### config.mk
export PLATFORM = sky130hd
export DESIGN_NAME = multicycle_ctrl
export DESIGN_NICKNAME = d
export VERILOG_FILES = /design/src/rtl/mips_ctrl_pkg.sv /design/src/rtl/mc_ctrl_decode.sv /design/src/rtl/multicycle_ctrl.sv
export SDC_FILE = /design/constraint.sdc
export NUM_CORES = 1
export LEC_CHECK = 0
export CORE_MARGIN = 3
export CORE_UTILIZATION = 52
export CTS_CLUSTER_SIZE = 40
export DETAILED_ROUTE_END_ITERATION = 12
export PLACE_DENSITY = 0.85
export SLEW_MARGIN = 30
export SYNTH_ARGS = -nofsm -noshare
export SYNTH_HDL_FRONTEND = slang
export SYNTH_SLANG_ARGS = --single-unit
### constraint.sdc
create_clock -name clk -period 3.2 [get_ports clk]
set_input_delay 0.48 -clock clk [delete_from_list [all_inputs] [get_ports clk]]
set_output_delay 0.48 -clock clk [all_outputs]
set_load 0.03 [all_outputs]
### src/rtl/mips_ctrl_pkg.sv
// Shared encodings for the multi-cycle MIPS control path: FSM states,
// opcodes, datapath mux selects and the packed control word.
package mips_ctrl_pkg;

   typedef enum logic [3:0] {
      S_FETCH     = 4'd0,
      S_DECODE    = 4'd1,
      S_MEM_ADDR  = 4'd2,
      S_MEM_READ  = 4'd3,
      S_MEM_WB    = 4'd4,
      S_MEM_WRITE = 4'd5,
      S_EXEC      = 4'd6,
      S_R_WB      = 4'd7,
      S_BRANCH    = 4'd8,
      S_ADDI_EX   = 4'd9,
      S_ADDI_WB   = 4'd10,
      S_JUMP      = 4'd11,
      S_HALT      = 4'd15
   } state_t;

   localparam logic [5:0] OP_R    = 6'b000000;
   localparam logic [5:0] OP_LW   = 6'b100011;
   localparam logic [5:0] OP_SW   = 6'b101011;
   localparam logic [5:0] OP_BEQ  = 6'b000100;
   localparam logic [5:0] OP_BNE  = 6'b000101;
   localparam logic [5:0] OP_BGTZ = 6'b000111;
   localparam logic [5:0] OP_ADDI = 6'b001000;
   localparam logic [5:0] OP_J    = 6'b000010;

   localparam logic [1:0] ALU_ADD   = 2'b00;
   localparam logic [1:0] ALU_SUB   = 2'b01;
   localparam logic [1:0] ALU_FUNCT = 2'b10;

   localparam logic [1:0] SRCB_B      = 2'b00;
   localparam logic [1:0] SRCB_FOUR   = 2'b01;
   localparam logic [1:0] SRCB_IMM    = 2'b10;
   localparam logic [1:0] SRCB_IMM_SH = 2'b11;

   localparam logic [1:0] PCSRC_ALU    = 2'b00;
   localparam logic [1:0] PCSRC_ALUOUT = 2'b01;
   localparam logic [1:0] PCSRC_JUMP   = 2'b10;

   typedef struct packed {
      logic       pc_write;
      logic       pc_write_cond;
      logic       branch_ne;
      logic       branch_gz;
      logic       i_or_d;
      logic       mem_read;
      logic       mem_write;
      logic       ir_write;
      logic       mem_to_reg;
      logic       reg_dst;
      logic       reg_write;
      logic       alu_src_a;
      logic [1:0] alu_src_b;
      logic [1:0] alu_op;
      logic [1:0] pc_source;
      logic       halted;
   } ctrl_t;

   // First execution state for an opcode seen in DECODE; undefined opcodes map to HALT.
   function automatic state_t dispatch(input logic [5:0] op);
      case (op)
         OP_LW, OP_SW:          return S_MEM_ADDR;
         OP_R:                  return S_EXEC;
         OP_BEQ, OP_BNE, OP_BGTZ: return S_BRANCH;
         OP_ADDI:               return S_ADDI_EX;
         OP_J:                  return S_JUMP;
         default:               return S_HALT;
      endcase
   endfunction

endpackage

### src/rtl/mc_ctrl_decode.sv
// Moore control-word decode: state (plus latched opcode for branch flavour
// and mem_ready for the FETCH write gating) -> every datapath mux/enable.
module mc_ctrl_decode
   import mips_ctrl_pkg::*;
(
   input  state_t      state,
   input  logic [5:0]  op_q,
   input  logic        mem_ready,
   output ctrl_t       ctrl
);

   // Control word per state; everything not named in a state stays 0.
   always_comb begin
      // NOTE: the all-zero default before the case keeps every field assigned on
      // every path, so no latch is inferred for the fields a state leaves alone.
      ctrl = '0;
      case (state)
         S_FETCH: begin
            ctrl.mem_read  = 1'b1;
            ctrl.alu_src_b = SRCB_FOUR;
            ctrl.alu_op    = ALU_ADD;
            ctrl.pc_source = PCSRC_ALU;
            ctrl.ir_write  = mem_ready;
            ctrl.pc_write  = mem_ready;
         end
         S_DECODE: begin
            ctrl.alu_src_b = SRCB_IMM_SH;
            ctrl.alu_op    = ALU_ADD;
         end
         S_MEM_ADDR, S_ADDI_EX: begin
            ctrl.alu_src_a = 1'b1;
            ctrl.alu_src_b = SRCB_IMM;
            ctrl.alu_op    = ALU_ADD;
         end
         S_MEM_READ: begin
            ctrl.mem_read = 1'b1;
            ctrl.i_or_d   = 1'b1;
         end
         S_MEM_WB: begin
            ctrl.mem_to_reg = 1'b1;
            ctrl.reg_write  = 1'b1;
         end
         S_MEM_WRITE: begin
            ctrl.mem_write = 1'b1;
            ctrl.i_or_d    = 1'b1;
         end
         S_EXEC: begin
            ctrl.alu_src_a = 1'b1;
            ctrl.alu_src_b = SRCB_B;
            ctrl.alu_op    = ALU_FUNCT;
         end
         S_R_WB: begin
            ctrl.reg_dst   = 1'b1;
            ctrl.reg_write = 1'b1;
         end
         S_BRANCH: begin
            ctrl.alu_src_a     = 1'b1;
            ctrl.alu_src_b     = SRCB_B;
            ctrl.alu_op        = ALU_SUB;
            ctrl.pc_write_cond = 1'b1;
            ctrl.pc_source     = PCSRC_ALUOUT;
            ctrl.branch_ne     = (op_q == OP_BNE);
            ctrl.branch_gz     = (op_q == OP_BGTZ);
         end
         S_ADDI_WB: begin
            ctrl.reg_write = 1'b1;
         end
         S_JUMP: begin
            ctrl.pc_write  = 1'b1;
            ctrl.pc_source = PCSRC_JUMP;
         end
         default: begin
            // HALT and the unused encodings 12-14 all behave as HALT.
            ctrl.halted = 1'b1;
         end
      endcase
   end

endmodule

### src/rtl/multicycle_ctrl.sv
// Main control FSM for the multi-cycle MIPS datapath: state register,
// latched opcode, next-state sequencing and the retired-instruction counter.
module multicycle_ctrl
   import mips_ctrl_pkg::*;
#(
   parameter int CNT_W           = 32,
   parameter int HALT_ON_ILLEGAL = 1
) (
   input  logic             clk,
   input  logic             rst,
   input  logic [5:0]       opcode,
   input  logic             mem_ready,
   output logic             PCWrite,
   output logic             PCWriteCond,
   output logic             Branch_ne,
   output logic             Branch_gz,
   output logic             IorD,
   output logic             MemRead,
   output logic             MemWrite,
   output logic             IRWrite,
   output logic             MemtoReg,
   output logic             RegDst,
   output logic             RegWrite,
   output logic             ALUSrcA,
   output logic [1:0]       ALUSrcB,
   output logic [1:0]       ALUOp,
   output logic [1:0]       PCSource,
   output logic [3:0]       state,
   output logic             instr_done,
   output logic [CNT_W-1:0] instr_count,
   output logic             halted
);

   state_t     state_q;
   state_t     state_d;
   logic [5:0] op_q;
   logic       done;
   ctrl_t      ctrl;

   // Next state and retire pulse; wait states simply hold state_q.
   always_comb begin
      state_d = state_q;
      done    = 1'b0;
      case (state_q)
         S_FETCH:     if (mem_ready) state_d = S_DECODE;
         S_DECODE: begin
            state_d = dispatch(opcode);
            if (state_d == S_HALT && HALT_ON_ILLEGAL == 0) begin
               // Undefined opcode retired as a NOP.
               state_d = S_FETCH;
               done    = 1'b1;
            end
         end
         S_MEM_ADDR:  state_d = (op_q == OP_LW) ? S_MEM_READ : S_MEM_WRITE;
         S_MEM_READ:  if (mem_ready) state_d = S_MEM_WB;
         S_MEM_WRITE: begin
            if (mem_ready) begin
               state_d = S_FETCH;
               done    = 1'b1;
            end
         end
         S_EXEC:      state_d = S_R_WB;
         S_ADDI_EX:   state_d = S_ADDI_WB;
         S_MEM_WB, S_R_WB, S_BRANCH, S_ADDI_WB, S_JUMP: begin
            state_d = S_FETCH;
            done    = 1'b1;
         end
         default:     state_d = S_HALT;
      endcase
   end

   // State register, opcode latch and retire counter; reset abandons any instruction.
   always_ff @(posedge clk or posedge rst) begin
      if (rst) begin
         state_q     <= S_FETCH;
         op_q        <= '0;
         instr_count <= '0;
      end else begin
         // NOTE: non-blocking assignments here so every register samples the
         // pre-edge values, independent of statement order.
         state_q <= state_d;
         if (state_q == S_DECODE) op_q <= opcode;
         if (done) instr_count <= instr_count + CNT_W'(1);
      end
   end

   mc_ctrl_decode u_decode (
      .state     (state_q),
      .op_q      (op_q),
      .mem_ready (mem_ready),
      .ctrl      (ctrl)
   );

   assign PCWrite     = ctrl.pc_write;
   assign PCWriteCond = ctrl.pc_write_cond;
   assign Branch_ne   = ctrl.branch_ne;
   assign Branch_gz   = ctrl.branch_gz;
   assign IorD        = ctrl.i_or_d;
   assign MemRead     = ctrl.mem_read;
   assign MemWrite    = ctrl.mem_write;
   assign IRWrite     = ctrl.ir_write;
   assign MemtoReg    = ctrl.mem_to_reg;
   assign RegDst      = ctrl.reg_dst;
   assign RegWrite    = ctrl.reg_write;
   assign ALUSrcA     = ctrl.alu_src_a;
   assign ALUSrcB     = ctrl.alu_src_b;
   assign ALUOp       = ctrl.alu_op;
   assign PCSource    = ctrl.pc_source;
   assign halted      = ctrl.halted;
   assign state       = state_q;
   assign instr_done  = done;

endmodule

=== Word-level counts from Yosys, hierarchy flattened ===
Cells that the tools add are included.

* Bits in registers: 42
* Output and inout bits: 56
* Word-level logic and storage cells: 61

* Add/subtract/negate cells: 1
* Equal/unequal tests: 24
* Muxes and demuxes: 21
* Reductions and logical operators: 12

{| class="wikitable"
|+ Operators with widths
! kind !! count
|-
| $pmux 4 s5 || 2
|-
| $add 32x1->32 const B || 1
|-
| $pmux 4 s8 || 1
|-
| $eq 6x3->1 const B || 5
|-
| $eq 6x6->1 const B || 3
|-
| $eq 4x3->1 const B || 4
|-
| $eq 4x4->1 const B || 4
|-
| $mux 4 || 3
|-
| $reduce_or 12->1 || 1
|-
| $mux 1 || 10
|-
| $eq 4x2->1 const B || 2
|-
| $reduce_or 2->1 || 4
|-
| $eq 6x2->1 const B || 1
|-
| $eq 6x4->1 const B || 1
|-
| $logic_not 6->1 || 1
|-
| $mux 3 || 2
|-
| $ne 2x2->1 const B || 3
|-
| $reduce_or 3->1 || 2
|-
| $reduce_or 5->1 || 1
|-
| $eq 4x1->1 const B || 1
|-
| $logic_not 4->1 || 1
|-
| $pmux 1 s2 || 2
|-
| $pmux 2 s2 || 1
|-
| $reduce_or 4->1 || 1
|-
| $reduce_and 3->1 || 1
|}

=== Logic depth before layout (Yosys ltp) ===
Gate-level depths: netlist of the first run.

* Depth after elaboration: 4
* Depth in mapped cells: 8
* Mapped depth without buffers: 5

=== Cells and area by module ===
Synthesis of the first run repeated with hierarchy kept, for this count alone.

* Cells, all modules: 235
* Area, all modules: 2371.0 um^2

{| class="wikitable"
|+ By module, submodules not included
! module !! instances !! cells each !! area an instance (um^2) !! sequential area each (um^2)
|-
| multicycle_ctrl || 1 || 200 || 2140.8 || 1051.0
|-
| mc_ctrl_decode || 1 || 35 || 230.2 || 0.0
|}

=== Worst setup path after synthesis of the first run ===
No wires, ideal clock.

* Kind: reg2out
* Start point: register state_q[1], in the netlist state[1]
* End point: output PCWrite
* Arrival: 2.238 ns
* Required time: 2.720 ns
* Slack: 0.482 ns
* Cell stages (with the launch flop): 5
* Path buffers: 1
* Path through: dfrtp_1 -> buf_4 -> nor2_1 -> nor4b_1 -> or2_2

* Word-level cells in the longest chain between the ends: 2
* Elaborated cells between the ends (all ways): 3

{| class="wikitable"
|+ Ends and longest elaborated chain
! item !! line !! RTL
|-
| start: declaration || multicycle_ctrl.sv:34 || <nowiki>state_t state_q;</nowiki>
|-
| start signal: assignment || multicycle_ctrl.sv:81 || <nowiki>state_q <= state_d;</nowiki>
|-
| $eq 4x4->1 or $logic_not 4->1 (tied branches) || mc_ctrl_decode.sv:17 || <nowiki>case (state)</nowiki>
|-
| $pmux 1 s2 * || mc_ctrl_decode.sv:17 ||
|-
| end: declaration || multicycle_ctrl.sv:13 || <nowiki>output logic PCWrite,</nowiki>
|}

Mark *: on every way between the ends. The rest lies on a longest branch, timed or not.

=== Worst setup path in the final report of the first run ===
* Start point: register state_q[1], in the netlist state[1]
* End point: output ALUSrcB[1]

* Word-level cells in the longest chain between the ends: 3
* Elaborated cells between the ends (all ways): 8

{| class="wikitable"
|+ Ends and longest elaborated chain
! item !! line !! RTL
|-
| $eq 4x2->1 or $eq 4x4->1 (tied branches) || mc_ctrl_decode.sv:17 ||
|-
| $reduce_or 2->1 || - ||
|-
| $pmux 4 s5 * || mc_ctrl_decode.sv:17 ||
|-
| end: declaration || multicycle_ctrl.sv:25 || <nowiki>output logic [1:0] ALUSrcB,</nowiki>
|}

Marks and branches as above.

==> impl_metrics.ini, run 1 <==
[floorplanning]
fp.dieArea_um2 = 5460
start_util_pct = 54.3
pin_count = 65
num_rows = 24
die_w_um = 73.9
die_h_um = 73.9
core_um2 = 4410

[sta]
maxSlewHeadroom_pct = 54.1
fmax_mhz = 334
min_period_over_period_pct = 93.5
worst_clock_skew_ns = 0.00680
fin_crit_ns = 2.99
rsz0062_at_grt = false
setup_tns_ns = 0
tightest_slew_ns = 0.684
finalSetupViolCount = 0
whs_ns = 0.482
slew_viol_final = 0
hold_violations = 0

[final_layout]
layout-drive-gt1-share_pct = 9.57
antenna_cells = 0
nets = 312
layout.cells.most_common_list = clkdlybuf4s50_1, dfrtp_1, xnor2_1, nor2_1, nand4_1
layout_commonest_cell = clkdlybuf4s50_1
areaGrowthSynthToFinish_pct = 29.7

[clocking]
cts_buffers = 5
cts-root-buf = clkbuf_8
clk_pin_slew_ns = 0.08
postCtsResizedCells = 0
clock_sinks = 42
hold_buffers = 0
cts_tree = yes
postCtsSetupRepairBufs = 0
clkLatencyLatePin_ns = 0.29
cts_htree_levels = 2
cts_buffer_depth = 2

[min_path]
hold-path-cell-count = 1
hp-start = instr_count[31]
whs_endpoint = instr_count[31]
min-delay-path-class = reg -> reg

[setup_path]
rrSetupSlack_ns = 0.95
worstSetupPathType = reg -> out
cp_max_fo = 17
reg2reg_from = state[1]
r2r_end = instr_count[30]
cp-start-kind = flop
worstPathArrival_ns = 2.51
r2r_cells = 5
crit_required_ns = 2.72
critPathCaptureType = primary output

[detailed_routing]
drt-vias-per-instance = 5.65
drt-initial-drc-count = 120
post_drt_wl_per_cell_um = 15.5
drtAntennaViolNets = 0
drc = 0
vias = 2006
first_pass_iters = 4
postRouteWirelength_mm = 5.49

[power]
p_leak_uw = 0.00127
p_per_area_nw_per_um2 = 766
pwr-share-comb_pct = 52.5
switching_share_pct = 44.7
switchingPower_uw = 1060
seq_power_share_pct = 33.7
internal_power_uw = 1320
clock_power_share_pct = 13.9
ir_drop_mv = 0.513

[logic_synthesis]
synth_edf_count = 0
ys_warn_count = 0
ys_seq_elements = 42
syn_avg_cell_area_um2 = 9.78
ys_dominant_reg_cell = dfrtp_1
syn_nets = 255
yosysSeqAreaShare_pct = 43.8
syn_inst = 245
synth_cell_types = 50
async_flop_share_pct = 100
syn_area_um2 = 2400

[grt]
grt_antenna_before_repair = 0
grt_pass1_wl_mm = 9.39
grt_use_total_pct = 21.8
grt_pass1_vias = 1952
grt_max_degree = 43
grt-ovfl-total = 0

[placement]
numPortBuffers = 64
place.gp.congestion = 0.787
hpwlAfterDp_mm = 4.06

[status]
status = finished, final reports clean

[job]
cap_violations = 0
-- sequential cells by signal (all words and copies together) (netlist names) --
| signal | count |
|---|---|
| state | 4 |
| instr_count | 32 |
| op_q | 6 |
-- layer usage --
metal  track usage (%)  routed length, µm
met5                 0                  0
met4              4.63                 50
met3              4.79                179
met2              35.7               2820
met1              29.8               2440
-- power groups by stage --
stage / clock (µW) / combinational (µW) / sequential [µW]
after global placement: 0 / 1230 / 801
after floorplan: 0 / 821 / 831
after global routing: 362 / 1350 / 827
after detailed placement: 0 / 1250 / 809
after CTS: 340 / 1260 / 799
final: 330 / 1250 / 802
-- how the worst max path moves through the flow --
stage	from	endpoint	slack [ns]	cells after the start
after floorplan	state[1]	PCWrite	0.48	4
after global placement	mem_ready	PCWrite	0.43	5
after detailed placement	mem_ready	PCWrite	0.35	5
after CTS	state[1]	ALUSrcB[1]	0.21	4
after global routing	state[1]	ALUSrcB[1]	0.07	4
final	state[1]	ALUSrcB[1]	0.21	4
-- cell type report --
cell class	count	area, µm²
repair buffers	67	663
clock inverters	2	13.8
inverters	6	22.5
multi-input cells	180	1220
well taps	52	65.1
clock buffers	6	72.6
flip-flops and latches	42	1050
fillers	342	1300
-- synth_stat cells (2+ instances only) --
library cell	number	area share [%]
nor3_1	7	1.5
and3_1	6	1.6
nand4_1	19	5.0
xnor2_1	24	8.8
nor3b_1	2	0.63
nand2_1	17	2.7
nor3_2	2	0.84
and4_1	6	2.2
or3_1	2	0.52
xor2_1	8	2.9
o31ai_1	2	0.63
and2_1	4	1.0
a21oi_1	8	1.7
nand3_1	10	2.1
dfrtp_1	42	44
mux2_2	6	2.8
and2b_1	2	0.63
buf_4	2	0.63
a31oi_1	3	0.78
inv_1	6	0.94
o21ai_0	4	0.84
or2_2	2	0.52
buf_6	3	1.4
buf_2	6	1.3
nand2b_1	2	0.52
nor2_1	19	3.0
clkbuf_1	6	0.94
nand4b_1	2	0.73
nor2_2	2	0.52
-- per-stage QoR --
stage	std cells	util (%)	area [µm²]	setup WS [ns]	total power, µW
2_1_floorplan	245	-	2400	0.482	1650
3_3_place_gp	347	68.5	3020	0.430	2030
3_5_place_dp	347	68.5	3020	0.345	2050
4_1_cts	355	70.5	3110	0.207	2390
5_1_grt	355	70.5	3110	0.0716	2540
6_report	355	70.5	3110	0.209	2380
-- cells by family (layout without fill, tap and decap cells) --
| family | Yosys count | after routing | share of synthesized area [%] |
|---|---|---|---|
| AND/OR/NAND/NOR | 114 | 114 | 28.0 |
| adder cells (fa/ha/maj) | 1 | 1 | 0.522 |
| flip-flops | 42 | 42 | 43.8 |
| AO/OA/AOI/OAI | 27 | 27 | 7.99 |
| XOR/XNOR | 32 | 32 | 11.7 |
| buffers and inverters | 23 | 81 | 5.17 |
| multiplexers | 6 | 6 | 2.82 |
-- critical path: stages, from the launching register on --
cell             delay, ns
dfrtp_1               0.69
or2b_2                0.41
or2_2                 0.30
a21oi_1               0.15
clkdlybuf4s50_1       0.69
Note: power is estimated with default switching activity, not from simulation.
==> inputs of run 2 (changes only) <==
PLACE_DENSITY = not set   (was 0.85)
PLACE_DENSITY_LB_ADDON = 0.15   (was not set)
==> run 2 against run 1 <==
Worst hold slack lost 0.011 ns. Count of clock-buffer cells in the layout shrank 1. First-iteration DRC count grew 39%. Critical path type unchanged. Final cell count grew 0.28%. Largest cell class unchanged. Largest power group unchanged. Setup slack gained 0.14 ns. Die area is the same. Power grew 7.2%.
==> impl_metrics.ini, run 2 (same netlist as run 1, synthesis figures left out) <==
[power]
p_total_uw = 2550
p_leak_uw = 0.00130
p_per_area_nw_per_um2 = 806
clock_power_share_pct = 19.6
switching_share_pct = 42.0
seq_power_share_pct = 30.9
switchingPower_uw = 1070
internal_power_uw = 1480
pwr-share-comb_pct = 49.5
ir_drop_mv = 0.602

[min_path]
whs_endpoint = instr_count[31]
min-delay-path-class = reg -> reg
hold-path-cell-count = 1
hp-start = instr_count[31]

[setup_path]
cp_max_fo = 19
cp_common_cell = nor2_1
crit_required_ns = 2.72
cp_top_family = simple AND/OR/NAND/NOR gates
r2r_cells = 5
worstSetupPathType = reg -> out
slowest_stage = clkdlybuf4s50_1
max_stage_delay_ns = 0.67
cp_cell_sequence = nor2_1 > nand2_1 > nor2_1 > nand4b_1 > nor2_1 > clkdlybuf4s50_1
rrSetupSlack_ns = 1.00
cp.buffers_inverters = 1
cp-start-kind = flop
worstPathArrival_ns = 2.38
critPathCaptureType = primary output
r2r_end = instr_count[31]
reg2reg_from = state[2]

[clocking]
cts_buffer_depth = 2
cts_htree_levels = 2
cts_buffers = 5
cts_tree = yes
clkLatencyLatePin_ns = 0.29
postCtsSetupRepairBufs = 0
clk_pin_slew_ns = 0.09
clock_sinks = 42
cts-root-buf = clkbuf_8
postCtsResizedCells = 0
hold_buffers = 0

[detailed_routing]
drc = 0
postRouteWirelength_mm = 5.23
post_drt_wl_per_cell_um = 14.7
drt-initial-drc-count = 167
drtAntennaViolNets = 0
vias = 2032
first_pass_iters = 4
drt-vias-per-instance = 5.71

[placement]
placed_area_um2 = 3030
numPortBuffers = 64
dp.cells = 348
hpwlAfterDp_mm = 3.72
place.gp.congestion = 0.844

[floorplanning]
die_w_um = 73.9
start_util_pct = 54.3
die_h_um = 73.9
num_rows = 24
pin_count = 65
core_um2 = 4410
fp.dieArea_um2 = 5460

[final_layout]
antenna_cells = 0
layout_commonest_cell = clkdlybuf4s50_1
regMostFlops = instr_count
largest_register_ff_count = 32
num-fill-cells = 368
final_area_um2 = 3170
instances_no_fill = 356
areaGrowthSynthToFinish_pct = 32.2
layout-drive-gt1-share_pct = 10.2
layout.cells.most_common_list = clkdlybuf4s50_1, dfrtp_1, xnor2_1, nor2_1, nand4_1
nets = 313

[status]
status = finished, final reports clean

[sta]
maxSlewHeadroom_pct = 53.6
finalSetupViolCount = 0
setup_tns_ns = 0
worst_clock_skew_ns = 0.00620
rsz0062_at_grt = false
fmax_mhz = 350
min_period_over_period_pct = 89.2
tightest_slew_ns = 0.692
slew_viol_final = 0
hold_violations = 0
fin_crit_ns = 2.86

[grt]
grt_max_degree = 43
grt-ovfl-total = 0
grt_pass1_vias = 1881
grt_use_total_pct = 19.8
grt_antenna_before_repair = 0
grt_pass1_wl_mm = 8.62

[job]
cap_violations = 0
[run 2: layout make-up]
cell class,count,area [µm²],area share (%)
clock inverter,3,68.8,2.17
inverter,6,22.5,0.711
clock buffer,5,68.8,2.17
tap,52,65.1,2.05
sequential,42,1050,33.2
timing repair buffer,68,671,21.2
multi-input combinational,180,1220,38.6
[run 2: per-stage QoR]
stage / setup slack [ns] / utilization, % / hold slack (ns)
after CTS: 0.338 / 71.8 / 0.479
after floorplan: 0.482 / - / 0.472
final: 0.344 / 71.8 / 0.471
after detailed placement: 0.349 / 68.7 / 0.464
after global placement: 0.371 / 68.7 / 0.460
after global routing: 0.184 / 71.8 / 0.518
[run 2: worst max-delay path by stage]
stage	startpoint	to	slack [ns]	depth (start not counted)
after floorplan	state[1]	PCWrite	0.48	4
after global placement	mem_ready	PCWrite	0.37	5
after detailed placement	mem_ready	PCWrite	0.35	5
after CTS	mem_ready	PCWrite	0.34	5
after global routing	state[3]	Branch_gz	0.18	5
final	state[2]	Branch_ne	0.34	6
[run 2: worst reg2reg max path: stages (launching register included)]
cell	delay (ns)
dfrtp_1	0.72
and2b_1	0.31
a22oi_4	0.10
nor3_2	0.58
nand4_1	0.22
xnor2_1	0.17
[run 2: per-layer routing]
layer	vias to the layer above	GRT usage, %	routed length (µm)
met1	984	28.0	2440
met5	-	0	0
met3	4	4.10	279
li1	987	-	-
met2	57	30.9	2490
met4	0	5.43	21
[run 2: power groups by stage]
stage	combinational (µW)	clock (µW)	sequential, µW
floorplan	821	0	831
global placement	1260	0	789
detailed placement	1270	0	791
CTS	1280	514	783
global route	1360	533	807
finish	1260	501	788
==> inputs of run 3 (changes only) <==
GPL_TIMING_DRIVEN = 0   (was not set)
==> run 3 against run 2 <==
Die area did not move. Register-to-register slack improved by 0.34 ns. First-iteration DRC count fell by 20%. Global-route usage rose by 1.7 points. Critical endpoint is now instr_done.
==> impl_metrics.ini, run 3 (same netlist as run 1, synthesis figures left out) <==
[clocking]
cts_tree = yes
cts_buffers = 5
cts-root-buf = clkbuf_8
cts_buffer_depth = 2
postCtsResizedCells = 0
postCtsSetupRepairBufs = 0
hold_buffers = 0
clock_sinks = 42
cts_htree_levels = 2
clk_pin_slew_ns = 0.08
clkLatencyLatePin_ns = 0.30

[sta]
finalSetupViolCount = 0
maxSlewHeadroom_pct = 62.1
slew_viol_final = 0
rsz0062_at_grt = false
hold_violations = 0
fin_crit_ns = 2.98
min_period_over_period_pct = 93.1
fmax_mhz = 336
worst_clock_skew_ns = 0.00767
tightest_slew_ns = 0.568
setup_tns_ns = 0

[setup_path]
cp_common_cell = clkdlybuf4s50_1
cp-start-kind = primary input
critPathCaptureType = primary output
cp.buffers_inverters = 3
worstSetupPathType = in -> out
cp_cell_sequence = clkdlybuf4s50_1 > nor3b_2 > nor2_1 > buf_2 > clkdlybuf4s50_1
cp_max_fo = 10
worstPathArrival_ns = 2.50
crit_required_ns = 2.72
cp_top_family = buffers and inverters
slowest_stage = clkdlybuf4s50_1
max_stage_delay_ns = 0.71

[grt]
grt_pass1_wl_mm = 9.17
grt_max_degree = 27
grt-ovfl-total = 0
grt_use_total_pct = 21.5
grt_antenna_before_repair = 0
grt_pass1_vias = 1945

[final_layout]
layout-drive-gt1-share_pct = 12.6
regMostFlops = instr_count
layout.cells.most_common_list = clkdlybuf4s50_1, dfrtp_1, xnor2_1, nor2_1, nand4_1
layout_commonest_cell = clkdlybuf4s50_1
multi_input_area_um2 = 1220
largest_register_ff_count = 32
seqCellArea_um2 = 1050
antenna_cells = 0
nets = 326
num-fill-cells = 345
areaGrowthSynthToFinish_pct = 35.9

[detailed_routing]
first_pass_iters = 4
drtAntennaViolNets = 0
post_drt_wl_per_cell_um = 14.9
postRouteWirelength_mm = 5.50
drt-initial-drc-count = 134
vias = 2084
drt-vias-per-instance = 5.65
drc = 0

[floorplanning]
pin_count = 65
core_um2 = 4410
start_util_pct = 54.3
die_w_um = 73.9
die_h_um = 73.9
num_rows = 24
fp.dieArea_um2 = 5460

[status]
status = finished, final reports clean

[power]
ir_drop_mv = 0.616
p_leak_uw = 0.00135
p_total_uw = 2620
p_per_area_nw_per_um2 = 804

[placement]
numPortBuffers = 63
hpwlAfterDp_mm = 4.07
place.gp.congestion = 0.909

[job]
cap_violations = 0

[min_path]
min-delay-path-class = reg -> reg
-- run 3: power breakdown --
| part | internal, µW | switching, µW | leakage (µW) |
|---|---|---|---|
| logic | 579 | 814 | 0.000733 |
| registers | 633 | 96.9 | 0.000552 |
| clock network | 313 | 185 | 0.0000683 |
-- run 3: layer usage --
layer	GRT usage, %	vias up	share of wire, %
met1	29.0	987	45
li1	-	1013	-
met5	0	-	0
met2	34.4	78	49
met3	5.61	6	5.8
met4	5.43	0	1.0
-- run 3: final cells by class --
type	instances	area share (%)
buffer	17	3.11
tap	52	2.00
sequential	42	32.3
inverter	6	0.691
multi-input combinational	180	37.5
clock buffer	5	2.11
timing repair buffer	64	20.2
clock inverter	3	2.11
-- run 3: worst reg2reg max path, cell delays in order (launching register included) --
cell	delay, ns
dfrtp_1	0.37
buf_4	0.15
nand2b_2	0.12
buf_6	0.13
a22oi_4	0.09
nor2_1	0.27
buf_2	0.30
nand4_1	0.15
xnor2_1	0.15
-- run 3: per-stage QoR --
stage          cells  util, %  setup WS, ns  instance area, µm²  hold slack (ns)
2_1_floorplan    245        -         0.482                2400            0.472
3_3_place_gp     360     70.1         0.282                3090            0.460
3_5_place_dp     361     70.7         0.245                3120            0.467
4_1_cts          369     73.8         0.232                3260            0.478
5_1_grt          369     73.8         0.120                3260            0.510
6_report         369     73.8         0.221                3260            0.471
-- run 3: path summary, 6_finish.rpt --
check	depth (start not counted)	slack, ns	start	to
min in group asynchronous	2	0.55	rst	instr_count[21]
min	1	0.47	instr_count[31]	instr_count[31]
min reg2reg	1	0.47	instr_count[31]	instr_count[31]
max reg2reg	8	1.34	state[1]	instr_count[14]
max in group asynchronous	3	2.16	rst	instr_count[5]
max	5	0.22	mem_ready	instr_done
